`src/rtl/execute_stage_md_pkg.sv`:
```
// Shared types for the execute stage: ALU opcodes, forward selects, divider FSM states.
// Latency: n/a (types and pure helper functions only).
// Backpressure: n/a.
package exec_md_pkg;

  typedef enum logic [4:0] {
    OP_ADD    = 5'd0,
    OP_SUB    = 5'd1,
    OP_AND    = 5'd2,
    OP_OR     = 5'd3,
    OP_XOR    = 5'd4,
    OP_SLL    = 5'd5,
    OP_SRL    = 5'd6,
    OP_SRA    = 5'd7,
    OP_SLT    = 5'd8,
    OP_SLTU   = 5'd9,
    OP_PASSB  = 5'd10,
    OP_MUL    = 5'd11,
    OP_MULH   = 5'd12,
    OP_MULHSU = 5'd13,
    OP_MULHU  = 5'd14,
    OP_DIV    = 5'd15,
    OP_DIVU   = 5'd16,
    OP_REM    = 5'd17,
    OP_REMU   = 5'd18
  } alu_op_e;

  typedef enum logic [1:0] {
    FWD_RD     = 2'b00,
    FWD_W      = 2'b01,
    FWD_M      = 2'b10,
    FWD_RD_ALT = 2'b11
  } fwd_sel_e;

  typedef enum logic [1:0] {
    DIV_IDLE = 2'd0,
    DIV_RUN  = 2'd1,
    DIV_DONE = 2'd2
  } div_state_e;

  function automatic logic is_div_op(input alu_op_e op);
    return (op == OP_DIV) || (op == OP_DIVU) || (op == OP_REM) || (op == OP_REMU);
  endfunction

  function automatic logic is_signed_div(input alu_op_e op);
    return (op == OP_DIV) || (op == OP_REM);
  endfunction

endpackage

```
`src/rtl/execute_stage_md_div_unit.sv`:
```
// Iterative restoring divider for DIV/DIVU/REM/REMU with sign and special-case fix-up.
// Latency: busy for XLEN+1 cycles (launch + XLEN steps), result valid in the following DONE cycle.
// Backpressure: hold keeps the result in DONE; flush aborts from any state.
module div_unit
  import exec_md_pkg::*;
#(
  parameter int XLEN = 32
) (
  input  logic            clk,
  input  logic            rst,
  input  logic            start,
  input  logic            flush,
  input  logic            hold,
  input  alu_op_e         op,
  input  logic [XLEN-1:0] a,
  input  logic [XLEN-1:0] b,
  output logic            busy,
  output logic            done,
  output logic [XLEN-1:0] result
);

  localparam int CNT_W = $clog2(XLEN);
  localparam logic [XLEN-1:0] MIN_VAL = {1'b1, {(XLEN-1){1'b0}}};

  div_state_e       state;
  logic [CNT_W-1:0] cnt;
  logic [XLEN-1:0]  quo_q, rem_q, dvsr_q, a_orig_q;
  logic             rem_op_q, neg_q_q, neg_r_q, by_zero_q, ovf_q;
  logic             launch, sgn, a_neg, b_neg;
  logic [XLEN:0]    r_shift, r_diff;
  logic [XLEN-1:0]  q_fix, r_fix;

  // Launch only from IDLE so a held instruction in DONE cannot restart itself.
  assign launch  = start & ~flush & (state == DIV_IDLE);
  assign busy    = launch | (state == DIV_RUN);
  assign done    = (state == DIV_DONE);
  assign sgn     = is_signed_div(op);
  assign a_neg   = sgn & a[XLEN-1];
  assign b_neg   = sgn & b[XLEN-1];
  // Partial remainder shifted left by one, pulling in the next dividend bit.
  assign r_shift = {rem_q, quo_q[XLEN-1]};
  assign r_diff  = r_shift - {1'b0, dvsr_q};

  // FSM, counter and one restoring step per RUN cycle; operands latched at launch.
  always_ff @(posedge clk) begin
    if (rst || flush) begin
      state <= DIV_IDLE;
      cnt   <= '0;
    end else begin
      case (state)
        DIV_IDLE: begin
          if (launch) begin
            state     <= DIV_RUN;
            cnt       <= CNT_W'(XLEN - 1);
            quo_q     <= a_neg ? -a : a;
            rem_q     <= '0;
            dvsr_q    <= b_neg ? -b : b;
            a_orig_q  <= a;
            rem_op_q  <= (op == OP_REM) || (op == OP_REMU);
            neg_q_q   <= sgn & (a[XLEN-1] ^ b[XLEN-1]);
            neg_r_q   <= a_neg;
            by_zero_q <= (b == '0);
            ovf_q     <= sgn & (a == MIN_VAL) & (b == '1);
          end
        end
        DIV_RUN: begin
          if (!r_diff[XLEN]) begin
            rem_q <= r_diff[XLEN-1:0];
            quo_q <= {quo_q[XLEN-2:0], 1'b1};
          end else begin
            rem_q <= r_shift[XLEN-1:0];
            quo_q <= {quo_q[XLEN-2:0], 1'b0};
          end
          if (cnt == '0) state <= DIV_DONE;
          else           cnt   <= cnt - CNT_W'(1);
        end
        DIV_DONE: begin
          if (!hold) state <= DIV_IDLE;
        end
        default: state <= DIV_IDLE;
      endcase
    end
  end

  // Restore signs, then override with the architected divide-by-zero and overflow results.
  always_comb begin
    q_fix = neg_q_q ? -quo_q : quo_q;
    r_fix = neg_r_q ? -rem_q : rem_q;
    if (by_zero_q) begin
      q_fix = '1;
      r_fix = a_orig_q;
    end else if (ovf_q) begin
      q_fix = MIN_VAL;
      r_fix = '0;
    end
    result = rem_op_q ? r_fix : q_fix;
  end

endmodule

```
`src/rtl/execute_stage_md.sv`:
```
// Execute stage: operand forwarding, ALU with RV32M multiply, iterative divider, E->M register.
// Latency: single-cycle ops reach M in one edge; divides hold E for XLEN+1 cycles then reach M.
// Backpressure: Stall holds M (divider keeps counting); BusyE asks the hazard unit to hold F/D/E.
module execute_stage_md
  import exec_md_pkg::*;
#(
  parameter int XLEN    = 32,
  parameter int SHAMT_W = $clog2(XLEN)
) (
  input  logic            clk,
  input  logic            rst,
  input  logic            Stall,
  input  logic            FlushE,
  input  logic            ValidE,
  input  logic            RegWriteE,
  input  logic [1:0]      ResultSrcE,
  input  logic            MemWriteE,
  input  logic [4:0]      ALUCtrlE,
  input  logic            ALUSrcE,
  input  logic [XLEN-1:0] RD1E,
  input  logic [XLEN-1:0] RD2E,
  input  logic [4:0]      RdE,
  input  logic [XLEN-1:0] ExtImmE,
  input  logic [1:0]      ForwardAE,
  input  logic [1:0]      ForwardBE,
  input  logic [XLEN-1:0] ResultW,
  output logic            BusyE,
  output logic            ValidM,
  output logic            RegWriteM,
  output logic [1:0]      ResultSrcM,
  output logic            MemWriteM,
  output logic [XLEN-1:0] ALUResultM,
  output logic [XLEN-1:0] WriteDataM,
  output logic [4:0]      RdM
);

  alu_op_e         op;
  logic [XLEN-1:0] src_a, fwd_b, src_b, alu_result_e, div_result;
  logic            is_div, div_done;

  // One multiplier serves all MUL variants; operand sign extension is chosen per op.
  function automatic logic [XLEN-1:0] alu_f(input alu_op_e f_op,
                                            input logic [XLEN-1:0] a,
                                            input logic [XLEN-1:0] b);
    logic [SHAMT_W-1:0] shamt;
    logic               a_sx, b_sx;
    logic [2*XLEN-1:0]  prod;
    shamt = b[SHAMT_W-1:0];
    a_sx  = ((f_op == OP_MULH) || (f_op == OP_MULHSU)) & a[XLEN-1];
    b_sx  = (f_op == OP_MULH) & b[XLEN-1];
    prod  = {{XLEN{a_sx}}, a} * {{XLEN{b_sx}}, b};
    case (f_op)
      OP_ADD:    alu_f = a + b;
      OP_SUB:    alu_f = a - b;
      OP_AND:    alu_f = a & b;
      OP_OR:     alu_f = a | b;
      OP_XOR:    alu_f = a ^ b;
      OP_SLL:    alu_f = a << shamt;
      OP_SRL:    alu_f = a >> shamt;
      OP_SRA:    alu_f = $unsigned($signed(a) >>> shamt);
      OP_SLT:    alu_f = {{(XLEN-1){1'b0}}, ($signed(a) < $signed(b))};
      OP_SLTU:   alu_f = {{(XLEN-1){1'b0}}, (a < b)};
      OP_PASSB:  alu_f = b;
      OP_MUL:    alu_f = prod[XLEN-1:0];
      OP_MULH,
      OP_MULHSU,
      OP_MULHU:  alu_f = prod[2*XLEN-1:XLEN];
      default:   alu_f = '0;
    endcase
  endfunction

  assign op     = alu_op_e'(ALUCtrlE);
  assign is_div = is_div_op(op);

  // Operand A forwarding; 11 aliases the register file value.
  always_comb begin
    case (fwd_sel_e'(ForwardAE))
      FWD_W:   src_a = ResultW;
      FWD_M:   src_a = ALUResultM;
      default: src_a = RD1E;
    endcase
  end

  // Operand B forwarding; store data always takes this value, never the immediate.
  always_comb begin
    case (fwd_sel_e'(ForwardBE))
      FWD_W:   fwd_b = ResultW;
      FWD_M:   fwd_b = ALUResultM;
      default: fwd_b = RD2E;
    endcase
  end

  assign src_b = ALUSrcE ? ExtImmE : fwd_b;

  div_unit #(.XLEN(XLEN)) u_div (
    .clk    (clk),
    .rst    (rst),
    .start  (ValidE & is_div),
    .flush  (FlushE),
    .hold   (Stall),
    .op     (op),
    .a      (src_a),
    .b      (fwd_b),
    .busy   (BusyE),
    .done   (div_done),
    .result (div_result)
  );

  // Divide result only appears once the divider reports DONE; otherwise E is bubbled anyway.
  always_comb begin
    if (is_div) alu_result_e = div_done ? div_result : '0;
    else        alu_result_e = alu_f(op, src_a, src_b);
  end

  // E->M register: reset, then stall hold, then bubble, then load.
  always_ff @(posedge clk) begin
    if (rst) begin
      ValidM     <= 1'b0;
      RegWriteM  <= 1'b0;
      ResultSrcM <= '0;
      MemWriteM  <= 1'b0;
      ALUResultM <= '0;
      WriteDataM <= '0;
      RdM        <= '0;
    end else if (!Stall) begin
      if (FlushE || BusyE || !ValidE) begin
        ValidM     <= 1'b0;
        RegWriteM  <= 1'b0;
        ResultSrcM <= '0;
        MemWriteM  <= 1'b0;
        ALUResultM <= '0;
        WriteDataM <= '0;
        RdM        <= '0;
      end else begin
        ValidM     <= 1'b1;
        RegWriteM  <= RegWriteE;
        ResultSrcM <= ResultSrcE;
        MemWriteM  <= MemWriteE;
        ALUResultM <= alu_result_e;
        WriteDataM <= fwd_b;
        RdM        <= RdE;
      end
    end
  end

endmodule

```
`config.mk`:
```
export PLATFORM = sky130hd
export DESIGN_NAME = execute_stage_md
export DESIGN_NICKNAME = d
export VERILOG_FILES = /design/src/rtl/execute_stage_md_pkg.sv /design/src/rtl/execute_stage_md_div_unit.sv /design/src/rtl/execute_stage_md.sv
export SDC_FILE = /design/constraint.sdc
export NUM_CORES = 2
export LEC_CHECK = 0
export ABC_CLOCK_PERIOD_IN_PS = 9300
export BUFFER_PORTS_ARGS = -buffer_cell sky130_fd_sc_hd__buf_2
export CAP_MARGIN = 20
export CORE_MARGIN = 5
export CORE_UTILIZATION = 30
export CTS_CLUSTER_SIZE = 20
export DETAILED_ROUTE_END_ITERATION = 8
export SETUP_SLACK_MARGIN = 0.2
export SYNTH_ARGS = -nofsm -noshare
export SYNTH_HDL_FRONTEND = slang
export SYNTH_HIERARCHICAL = 1
export SYNTH_SLANG_ARGS = --single-unit
```
`constraint.sdc`:
```
create_clock -name clk -period 9.3 [get_ports clk]
set_input_delay 0.465 -clock clk [delete_from_list [all_inputs] [get_ports clk]]
set_output_delay 0.465 -clock clk [all_outputs]
set_load 0.05 [all_outputs]
```
==> results by group <==
Layout
  – Final non-filler cell total: 10653
  – Share of cells above drive strength 1: 0.1702
  – Layout Nets: 9583
  – Fillers: 20766
  – Multi-input gate area: 49430 µm²
  – Most common cell after layout, fill and taps aside: inv_1
  – Most frequent cells in the layout: inv_1, fa_1, nand2_1, buf_4, nor2_1
  – Synth-to-layout area growth: 19.73%
  – Sequential Area: 5619 µm²

Outcome
  – Status: completed

Clock tree
  – Clock Tree Buf Depth: 3
  – Root Buffer: clkbuf_16
  – Clock net sink count: 214
  – Num CTS Buffers: 29
  – CTS tree: yes
  – Clk slew on worst S/H paths: 60 ps
  – Clk_lat worst skew: about 640 ps
  – CTS H-tree depth: 1

Setup path
  – Max incr delay on CP: 550 ps
  – CP Capture Type: flip-flop
  – CP max-delay cell: fa_1
  – Worst setup SP type: flip-flop
  – Worst path most repeated cell: fa_1
  – CP Data Arrival Time: 9390 ps
  – Crit-path max FO: 9
  – Required @ worst endpoint: 9790 ps
  – CP Class: reg2reg

STA
  – RSZ-0062 raised after global routing: yes
  – Fin crit share: 0.9560
  – # setup viols final: 0
  – Fin. Hold Viols: 0
  – Slew @ Worst Pin: 1148 ps
  – Crit path time final: 8890 ps
  – Slew Limit Fails: 0
  – Clock Skew: 53.00 ps
  – Max transition margin: 0.2287
  – Setup ws final: between 400 and 500 ps
  – Peak Freq: 0.1125 GHz

GRT
  – Total track usage: 0.2716
  – Largest net degree at the start of global routing: 70
  – Antenna violations before repair: 19
  – Global route overflow: 0
  – First-pass GRT wire length: 421.4 mm
  – Vias in the first global route: 58810

Synthesis
  – Mapped Area: 60970 µm²
  – Synth cell types: approximately 110
  – Number of synthesized flops with an enable pin: about 130
  – Syn avg cell area: approximately 8.4 µm²
  – Primary FF master, synth: edfxtp_1
  – Mapped Nets: 8904
  – Gate Count Post-Synth: between 7000 and 8000
  – Post-synthesis register bit count: 214
  – Asr flop ratio synth: 0
  – Sequential-to-total area share from yosys stat: 0.09210
  – Synth warnings: 6

Die
  – # IOs: around 230
  – Area of the core: 202100 µm²
  – Die height: roughly 460 µm
  – Die Wd: between 400 and 500 µm
  – Num rows: approximately 170
  – Initial Util: 0.3017
  – Die footprint: 212400 µm²

Placement
  – Dpl cells: 10585
  – Port Buffers: 226
  – Worst slack at placement: -946.1 ps
  – Hpwl dp: between 200 and 250 mm
  – GP Congestion: 1.062

Run
  – Max Cap Violations: 0

Hold path
  – Worst Hold Class: in2reg

Route
  – Final WL: slightly below 300 mm
  – DRC: 0
  – First-pass DRT Iterations: 6
  – Wirelength per Cell: 27.66 µm
  – Via density: 5.496
  – Routed Antenna Nets: 0
  – Initial DRC count: roughly 6800
  – Via count: 58554
path summary, 6_finish.rpt:
kind              slack, ps        endpoint  cells past startpoint           from
setup reg to reg        410  ALUResultM[23]                     31  ALUResultM[8]
setup / recovery        410  ALUResultM[23]                     31  ALUResultM[8]
hold / removal           70   ResultSrcM[1]                      3  ResultSrcE[1]
hold reg to reg         470          ValidM                      2         ValidM
Yosys cell counts (16+ instances only):
master     instances  area share
a211oi_1          43      0.0053
a21o_1            51      0.0063
a21oi_1          288       0.024
a221o_1           18      0.0030
a221oi_1          45      0.0065
a22oi_1          122       0.015
a31oi_1           45      0.0046
and2_1            19      0.0019
buf_1             65      0.0040
buf_2             65      0.0053
clkbuf_1         295       0.018
dfxtp_1           81       0.027
edfxtp_1         133       0.066
fa_1            1128        0.37
ha_1             352       0.072
inv_1           1258       0.077
mux2_2            43      0.0079
mux2i_1          149       0.024
nand2_1         1040       0.064
nand2b_1          47      0.0048
nand3_1           60      0.0049
nand4_1           46      0.0047
nor2_1           664       0.041
nor2b_1           34      0.0035
nor3_1            66      0.0054
nor4_1            23      0.0024
o2111ai_1         18      0.0026
o211ai_1          45      0.0055
o21a_1            18      0.0022
o21ai_0          309       0.025
o21ai_1           17      0.0014
o21bai_1          29      0.0036
o221ai_1          25      0.0036
o22ai_1           16      0.0016
o31ai_1           50      0.0062
o41ai_1           16      0.0023
or3_1             23      0.0024
or4_1             23      0.0028
xnor2_1          114       0.016
xor2_1            96       0.014
area by class of cell:
class	count	area share
Multi-Input combinational cell	5333	0.6771
Timing Repair Buffer	1092	0.1195
Sequential cell	214	0.07697
Inverter	1281	0.06626
Tap cell	2672	0.04580
Clock buffer	43	0.01208
Clock inverter	11	0.002091
Antenna cell	7	0.0002399
flip-flops by register name (all words and copies together), names as in the netlist:
signal           flops
u_div/a_orig_q      32
RdM                  5
u_div/neg_r_q        1
MemWriteM            1
u_div/rem_q         32
u_div/rem_op_q       1
u_div/cnt            5
u_div/state          2
ValidM               1
u_div/quo_q         32
u_div/by_zero_q      1
u_div/ovf_q          1
ALUResultM          32
ResultSrcM           2
WriteDataM          32
u_div/dvsr_q        32
u_div/neg_q_q        1
RegWriteM            1
logic make-up after synthesis:
group	count (synthesis)	synth area share
fa+ha+maj	1480	0.4426
simple gates	2123	0.1480
mux	193	0.03263
flops	214	0.09210
buf+inv	1725	0.1090
compound gates	1326	0.1452
xor+xnor	211	0.03054
metal layers:
metal,global-route usage,part of all wire
met1,0.3613,0.40
met5,0,0.00023
met4,0.1374,0.066
met3,0.05233,0.093
met2,0.4213,0.44
repair_timing:
item / 4_1_cts / 5_1_grt
resized for setup: 13 / 71
setup buffers: 3 / 2
hold buffers: 0 / 0
endpoints found under the setup margin: 9 / 31
pin swaps: 2 / 4
through the flow:
step | instance area [µm²] | utilization | TNS (ps) | hold WS, ps
finish | 73000 | 0.3612 | 0 | 68.31
global route | 72990 | 0.3611 | 0 | 92.87
CTS | 72630 | 0.3593 | 0 | 61.92
detailed placement | 71510 | 0.3538 | -10590 | 456.6
global placement | 71470 | 0.3536 | -16600 | 454.1
floorplan | 61030 | - | 0 | 475.8
critical path: cells and delay by family, from the launching register on:
family,cells,cell delay [ps]
AOI/OAI and AO/OA,9,2320
and+or+nand+nor,2,370
DFF,1,430
buffers and inverters,10,1780
adders and majority gates,9,3650
xor gates and xnor gates,1,180
Power is not shown: default switching activity piles up to over one toggle a cycle in this logic, so the estimate is an artifact.
